--- src/rtl/mem_arbiter.sv ---
// Arbiter sharing one single-port RAM between instruction fetch and data access.
// Data requests take priority; a watchdog flags a hung RAM through the sticky bus_err.
module mem_arbiter #(
    parameter int TIMEOUT = 255
) (
    input  logic        clk,
    input  logic        rst,
    input  logic        if_req,
    input  logic [15:0] if_addr,
    input  logic        if_flush,
    input  logic        mem_rd,
    input  logic        mem_wr,
    input  logic [15:0] mem_addr,
    input  logic [15:0] mem_wdata,
    output logic        ram_en,
    output logic        ram_we,
    output logic [15:0] ram_addr,
    output logic [15:0] ram_wdata,
    input  logic [15:0] ram_rdata,
    input  logic        ram_ready,
    output logic [15:0] if_data,
    output logic        if_valid,
    output logic [15:0] mem_rdata,
    output logic        mem_done,
    output logic        stall_if,
    output logic        stall_mem,
    output logic        bus_err
);

    typedef enum logic [1:0] {IDLE, FETCH, DATA} state_t;

    state_t     state, stateNext;
    logic       discard;
    logic [7:0] toCnt;
    logic       dataReq, fetchReq, busy, timeoutHit;
    logic       grantData, grantFetch;

    // A requester whose pulse is showing still holds its request for that cycle; mask it.
    assign dataReq    = (mem_rd | mem_wr) & ~mem_done;
    assign fetchReq   = if_req & ~if_valid;
    assign busy       = (state != IDLE);
    assign timeoutHit = busy & ~ram_ready & (({1'b0, toCnt} + 9'd1) >= 9'(TIMEOUT));

    assign ram_en    = busy;
    assign stall_if  = if_req & ~if_valid;
    assign stall_mem = (mem_rd | mem_wr) & ~mem_done;

    always_comb begin
        stateNext  = state;
        grantData  = 1'b0;
        grantFetch = 1'b0;
        case (state)
            IDLE: begin
                if (dataReq)       grantData  = 1'b1;
                else if (fetchReq) grantFetch = 1'b1;
            end
            FETCH: if (ram_ready && dataReq)  grantData  = 1'b1;
            DATA:  if (ram_ready && fetchReq) grantFetch = 1'b1;
            default: ;
        endcase
        if (grantData)                         stateNext = DATA;
        else if (grantFetch)                   stateNext = FETCH;
        else if ((busy && ram_ready) || timeoutHit) stateNext = IDLE;
    end

    always_ff @(posedge clk or posedge rst) begin
        if (rst) begin
            state     <= IDLE;
            ram_we    <= 1'b0;
            ram_addr  <= '0;
            ram_wdata <= '0;
            if_data   <= '0;
            mem_rdata <= '0;
            if_valid  <= 1'b0;
            mem_done  <= 1'b0;
            discard   <= 1'b0;
            toCnt     <= '0;
            bus_err   <= 1'b0;
        end else begin
            state    <= stateNext;
            if_valid <= 1'b0;
            mem_done <= 1'b0;

            if (grantData || grantFetch)
                toCnt <= '0;
            else if (busy && !ram_ready && toCnt != 8'hFF)
                toCnt <= toCnt + 8'd1;

            if (grantData) begin
                ram_addr  <= mem_addr;
                ram_we    <= mem_wr;
                ram_wdata <= mem_wdata;
            end else if (grantFetch) begin
                ram_addr  <= if_addr;
                ram_we    <= 1'b0;
                ram_wdata <= '0;
            end else if (stateNext == IDLE) begin
                ram_we <= 1'b0;
            end

            if (timeoutHit)
                bus_err <= 1'b1;

            if (state == DATA && ram_ready) begin
                mem_done <= 1'b1;
                if (!ram_we)
                    mem_rdata <= ram_rdata;
            end

            // The fetched word is always captured; only the valid pulse honours a flush.
            if (state == FETCH && ram_ready) begin
                if_data  <= ram_rdata;
                if_valid <= ~(discard | if_flush);
            end

            if (state == FETCH && (ram_ready || timeoutHit))
                discard <= 1'b0;
            else if (state == FETCH && if_flush)
                discard <= 1'b1;
        end
    end

endmodule

--- config.mk ---
export PLATFORM = sky130hd
export DESIGN_NAME = mem_arbiter
export DESIGN_NICKNAME = d
export VERILOG_FILES = /design/src/rtl/mem_arbiter.sv
export SDC_FILE = /design/constraint.sdc
export NUM_CORES = 1
export LEC_CHECK = 0
export CAP_MARGIN = 10
export CORE_AREA = 2 2 104 147
export CTS_BUF_LIST = sky130_fd_sc_hd__clkbuf_8
export DETAILED_ROUTE_END_ITERATION = 16
export DIE_AREA = 0 0 106 149
export PLACE_DENSITY = 0.57
export RECOVER_POWER = 25
export REMOVE_ABC_BUFFERS = 1
export SLEW_MARGIN = 20
export SYNTH_ARGS = -nofsm -noshare
export SYNTH_HDL_FRONTEND = slang
export SYNTH_SLANG_ARGS = --single-unit
--- constraint.sdc ---
create_clock -name clk -period 7.3 [get_ports clk]
set_clock_uncertainty 0.1 [all_clocks]
set_input_delay 1.46 -clock clk [delete_from_list [all_inputs] [get_ports clk]]
set_output_delay 1.46 -clock clk [all_outputs]
set_load 0.1 [all_outputs]
==> results of run 1 <==
final timing paths:
check | slack, ns | end | from | depth (start not counted)
setup / recovery | 2.45 | stall_mem | mem_wr | 4
hold / removal | 0.34 | if_valid | discard | 1
setup reg to reg | 4.73 | ram_addr[2] | state[0] | 5
hold reg to reg | 0.34 | if_valid | discard | 1
max in group asynchronous | 4.90 | ram_wdata[6] | rst | 3
min in group asynchronous | 1.69 | ram_addr[8] | rst | 3
kinds of logic after synthesis:
kind of cell | Yosys count | synth area share
AND/OR/NAND/NOR | 44 | 0.0750
buffers and inverters | 20 | 0.0393
AO/OA/AOI/OAI | 45 | 0.106
multiplexers | 65 | 0.216
XOR/XNOR | 1 | 0.00245
adder cells (fa/ha/maj) | 2 | 0.00701
flip-flops | 79 | 0.554
flip-flops by register name, summed over array words and instances (netlist names):
| register | count |
|---|---|
| bus_err | 1 |
| discard | 1 |
| if_data | 16 |
| if_valid | 1 |
| mem_done | 1 |
| mem_rdata | 16 |
| ram_addr | 16 |
| ram_wdata | 16 |
| ram_we | 1 |
| state | 2 |
| toCnt | 8 |
cells in the mapped netlist (all sizes together) (2+ instances only):
master,instances
nand2b,4
a22o,16
a31oi,2
o211ai,2
buf,13
o21bai,2
o211a,2
nor2b,3
a31o,2
a211oi,2
nor2,8
and2,2
nand3,3
ha,2
inv,6
a21oi,7
mux2,64
o21ai,3
nor3,6
dfrtp,79
or3,2
nand4,4
and4,2
nand2,7
layout by cell type (no fill, tap or decap), drive strengths merged, types with 2 or more instances in the layout:
cell           count
a211oi             2
a21oi              7
a22o              16
a31o               2
a31oi              2
and2               2
and4               2
buf                2
clkbuf             9
clkdlybuf4s50    139
clkinv             4
clkinvlp           2
dfrtp             79
dlygate4sd3        2
ha                 2
inv                7
mux2              64
nand2              7
nand2b             4
nand3              3
nand4              4
nor2               8
nor2b              3
nor3               6
o211a              2
o211ai             2
o21ai              3
o21bai             2
or3                2
layout make-up:
| type | instances | share of cell area |
|---|---|---|
| repair buffers | 143 | 0.270 |
| clock inverters | 7 | 0.00804 |
| multi-input cells | 157 | 0.275 |
| inverters | 6 | 0.00449 |
| well taps | 192 | 0.0454 |
| clock buffers | 9 | 0.0234 |
| flip-flops and latches | 79 | 0.374 |
critical path: stages:
cell	delay [ns]
clkdlybuf4s50_1	0.53
o21bai_4	0.11
inv_1	0.07
clkdlybuf4s50_1	1.12
per-stage QoR:
stage | util | cells | setup slack [ns] | instance area, µm²
after floorplan | - | 242 | 3.57 | 3450
after global placement | 0.349 | 577 | 2.47 | 5120
after detailed placement | 0.349 | 577 | 2.45 | 5120
after CTS | 0.361 | 593 | 2.45 | 5290
after global routing | 0.361 | 593 | 2.39 | 5290
final | 0.361 | 593 | 2.45 | 5290
metal layers:
metal / wire length (µm) / GRT usage / share of wire
met5: 0 / 0 / 0
met3: 305 / 0.0232 / 0.034
met1: 3570 / 0.129 / 0.40
met4: 217 / 0.0539 / 0.024
met2: 4910 / 0.217 / 0.55
==> impl_metrics.py, run 1 <==
metrics = {
    "logic_synthesis": {
        "syn_area_mm2": 0.00357,
        "synth_top_area_frac": 0.554,
        "synth_ff_type": "dfrtp_1",
        "ys_top_cells_by_area": "dfrtp_1, mux2_2, mux2_4",
        "synth_edf_count": 0,
        "async_reset_ff_frac": 1.00,
        "synth_largest_area_cell": "dfrtp_1",
        "ys_ff_latch": 79,
        "yosysWarnings": 0,
        "synth_cell_types": 48,
        "seq_area_frac_synth": 0.554,
        "syn_area_per_cell_um2": 13.9,
        "synthCells": 256,
    },
    "cts": {
        "numCtsBuffers": 9,
        "clock_latency_ns": 0.35,
        "cts_resized": 0,
        "htreeDepth": 3,
        "clock_sinks": 79,
        "clockBufferDepth": 2,
        "clockRootBuffer": "clkbuf_8",
        "tritoncts": "yes",
        "holdBufCountCts": 0,
        "cts_setup_buffers": 0,
        "path_clk_slew_ns": 0.08,
    },
    "layout": {
        "fillers": 1432,
        "fin_nets": 469,
        "regArea_mm2": 0.00198,
        "multiInputGateArea_mm2": 0.00145,
        "antenna_cells": 0,
        "syn_to_final_growth_pct": 48.2,
        "drive_gt1_frac": 0.239,
    },
    "job": {
        "maxCapViolCount": 0,
    },
    "floorplanning": {
        "die_area_mm2": 0.0158,
        "num_io_pins": 142,
        "initial_core_util": 0.244,
        "fp.dieW_um": 106,
        "rows": 53,
        "die_h_um": 149,
        "coreArea_mm2": 0.0147,
    },
    "worst_hold_path": {
        "hp-class": "reg -> reg",
    },
    "critical_path": {
        "critPathArrivalTime_ns": 3.29,
        "cp.required_ns": 5.74,
        "endpoint_kind": "output port",
        "start_kind": "input port",
        "crit_fanout": 5,
        "critical_path_class": "in -> out",
    },
    "sta": {
        "setup_viol": 0,
        "slew_headroom": 0.301,
        "period_share": 0.664,
        "hold_violations": 0,
        "tightest_slew_ns": 1.04,
        "post-route-min-period_ns": 4.85,
        "fin_tns_setup_ns": 0,
        "fmax_mhz": 206,
        "slew_viol_final": 0,
        "holdWs_ns": 0.336,
        "rsz0062_at_grt": "false",
    },
    "detailed_routing": {
        "dr.first_iter.drc_count": 79,
        "dr.pass1.iters": 4,
        "post-route-drc-count": 0,
        "num_vias": 2613,
        "route.detailed.wl_per_inst_um": 15.2,
        "antenna_left": 0,
        "viasPerCell": 4.41,
        "wirelength_um": 9010,
    },
    "grt": {
        "first_global_vias": 2824,
        "antenna_found_initial": 0,
        "grt_max_degree": 80,
        "grt_pass1_wl_um": 14500,
        "overflow": 0,
        "grtUsageTotal": 0.117,
    },
    "placement": {
        "globalplace.congestion": 0.756,
        "hpwl_um": 6510,
        "portBuffers": 141,
    },
    "outcome": {
        "status": "finished, final reports clean",
    },
}
Power of run 1 is not shown: default switching activity piles up to over one toggle a cycle in this logic, so the estimate is an artifact.
==> run 2, diff against run 1 <==
--- a/config.mk
+++ b/config.mk
@@ -10,7 +10,7 @@
 export CTS_BUF_LIST = sky130_fd_sc_hd__clkbuf_8
 export DETAILED_ROUTE_END_ITERATION = 16
 export DIE_AREA = 0 0 106 149
-export PLACE_DENSITY = 0.57
+export PLACE_DENSITY = 0.59
 export RECOVER_POWER = 25
 export REMOVE_ABC_BUFFERS = 1
 export SLEW_MARGIN = 20
==> constraint.sdc (replaced) <==
create_clock -name clk -period 4.3 [get_ports clk]
set_clock_uncertainty 0.1 [all_clocks]
set_input_delay 0.86 -clock clk [delete_from_list [all_inputs] [get_ports clk]]
set_output_delay 0.86 -clock clk [all_outputs]
set_load 0.1 [all_outputs]
==> run 2 against run 1 <==
  * First-iteration DRC count rose by 37%
  * The flow now finishes with violations (capacitance limit, slew limit)
  * Critical path depth is 2 lower
  * Global-route usage up 0.29 points
  * Die area stayed put
  * Cell area up 1.0%
  * Highest routed layer unchanged
  * Register-to-register slack worse by 2.6 ns
  * Largest cell class unchanged
  * Routed wire length up 2.9%
  * Count of clock-buffer cells in the layout stayed put
  * Critical path type is now reg -> out
==> impl_metrics.py, run 2 (synthesized netlist as in run 1, its figures left out) <==
metrics = {
    "grt": {
        "first_global_vias": 2728,
        "overflow": 0,
        "grt_max_degree": 56,
        "grt_pass1_wl_um": 14600,
        "grtUsageTotal": 0.120,
        "antenna_found_initial": 0,
    },
    "layout": {
        "final_common_cell": "clkdlybuf4s50_1",
        "antenna_cells": 0,
        "fin_nets": 470,
        "layout_common_cells": "clkdlybuf4s50_1, dfrtp_1, mux2_2, a22o_1, mux2_4",
        "stdcell_count": 594,
        "drive_gt1_frac": 0.249,
        "stdcell_area_mm2": 0.00534,
        "syn_to_final_growth_pct": 49.7,
        "fillers": 1429,
    },
    "sta": {
        "fmax_mhz": 309,
        "slew_headroom": -0.694,
        "hold_violations": 0,
        "rsz0062_at_grt": "false",
        "slew_viol_final": 56,
        "period_share": 0.752,
        "fin_tns_setup_ns": 0,
        "post-route-min-period_ns": 3.23,
        "tightest_slew_ns": 2.53,
        "holdWs_ns": 0.350,
        "setup_viol": 0,
    },
    "job": {
        "maxCapViolCount": 1,
    },
    "critical_path": {
        "cpPeakStageDelay_ns": 1.13,
        "endpoint_kind": "output port",
        "critPathArrivalTime_ns": 2.27,
        "slowest_stage": "clkdlybuf4s50_1",
        "crit_fanout": 9,
        "critical_path_class": "reg -> out",
        "cp.required_ns": 3.34,
        "start_kind": "flop",
        "crit_chain": "or2_4, clkdlybuf4s50_1",
    },
    "cts": {
        "tritoncts": "yes",
        "cts_resized": 0,
        "numCtsBuffers": 9,
        "htreeDepth": 3,
        "clockRootBuffer": "clkbuf_8",
        "clock_latency_ns": 0.36,
        "clockBufferDepth": 2,
        "holdBufCountCts": 0,
        "cts_setup_buffers": 0,
        "path_clk_slew_ns": 0.09,
        "clock_sinks": 79,
    },
    "placement": {
        "dp.cells": 578,
        "portBuffers": 141,
        "hpwl_um": 6720,
        "globalplace.congestion": 0.747,
        "dpl-instance-area_mm2": 0.00512,
    },
    "floorplanning": {
        "fp.dieW_um": 106,
        "die_area_mm2": 0.0158,
        "die_h_um": 149,
        "initial_core_util": 0.244,
        "rows": 53,
        "coreArea_mm2": 0.0147,
        "num_io_pins": 142,
    },
    "detailed_routing": {
        "dr.pass1.iters": 5,
        "viasPerCell": 4.36,
        "antenna_left": 0,
        "route.detailed.wl_per_inst_um": 15.6,
        "num_vias": 2588,
        "dr.first_iter.drc_count": 108,
        "wirelength_um": 9270,
        "post-route-drc-count": 0,
    },
    "worst_hold_path": {
        "hp-class": "reg -> reg",
    },
    "outcome": {
        "violations": "capacitance limit, slew limit",
        "status": "finished, violations left",
    },
}
-- run 2: cell count changes in the layout (fill, tap and decap cells not counted), sizes merged --
cell	delta
inv	+1
clkdlybuf4s50	-2
bufinv	+2
clkinv	-4
buf	+2
clkinvlp	+1
clkbuf	+1
-- run 2: stage by stage --
stage	setup slack (ns)	utilization
2_1_floorplan	1.32	-
3_3_place_gp	1.28	0.350
3_5_place_dp	1.26	0.350
4_1_cts	1.05	0.365
5_1_grt	0.858	0.365
6_report	1.07	0.365
-- run 2: cell type report --
class,instances,area (µm²),area share
clock buffer,9,124,0.0232
clock inverter,7,101,0.0190
inverter,6,23.8,0.00445
multi-input combinational,157,1450,0.272
sequential,79,1980,0.370
tap,192,240,0.0450
timing repair buffer,144,1430,0.267
-- run 2: path summary, 6_finish.rpt --
check                          from           end  slack, ns  depth (start not counted)
min in group asynchronous       rst   ram_addr[5]       1.54                          2
hold / removal              discard      if_valid       0.35                          1
setup / recovery           state[1]        ram_en       1.07                          2
setup reg to reg           state[0]  ram_addr[10]       2.17                          5
hold reg to reg             discard      if_valid       0.35                          1
max in group asynchronous       rst  ram_wdata[8]       1.30                          3
-- run 2: worst max-delay path: cells and delay by family, from the launching register on --
kind / cells / cell delay (ns)
buffers and inverters: 1 / 1.13
DFF: 1 / 0.58
and+or+nand+nor: 1 / 0.20
-- run 2: layer usage --
metal  vias to the layer above  wire length, µm  track usage  share of wire
met1                      1269             3590        0.134           0.39
met5                         -                0            0              0
met2                        78             5010        0.213           0.54
li1                       1221                -            -              -
met4                         0              350       0.0645          0.038
met3                        20              326       0.0271          0.035
Power of run 2 is left out for the same reason.
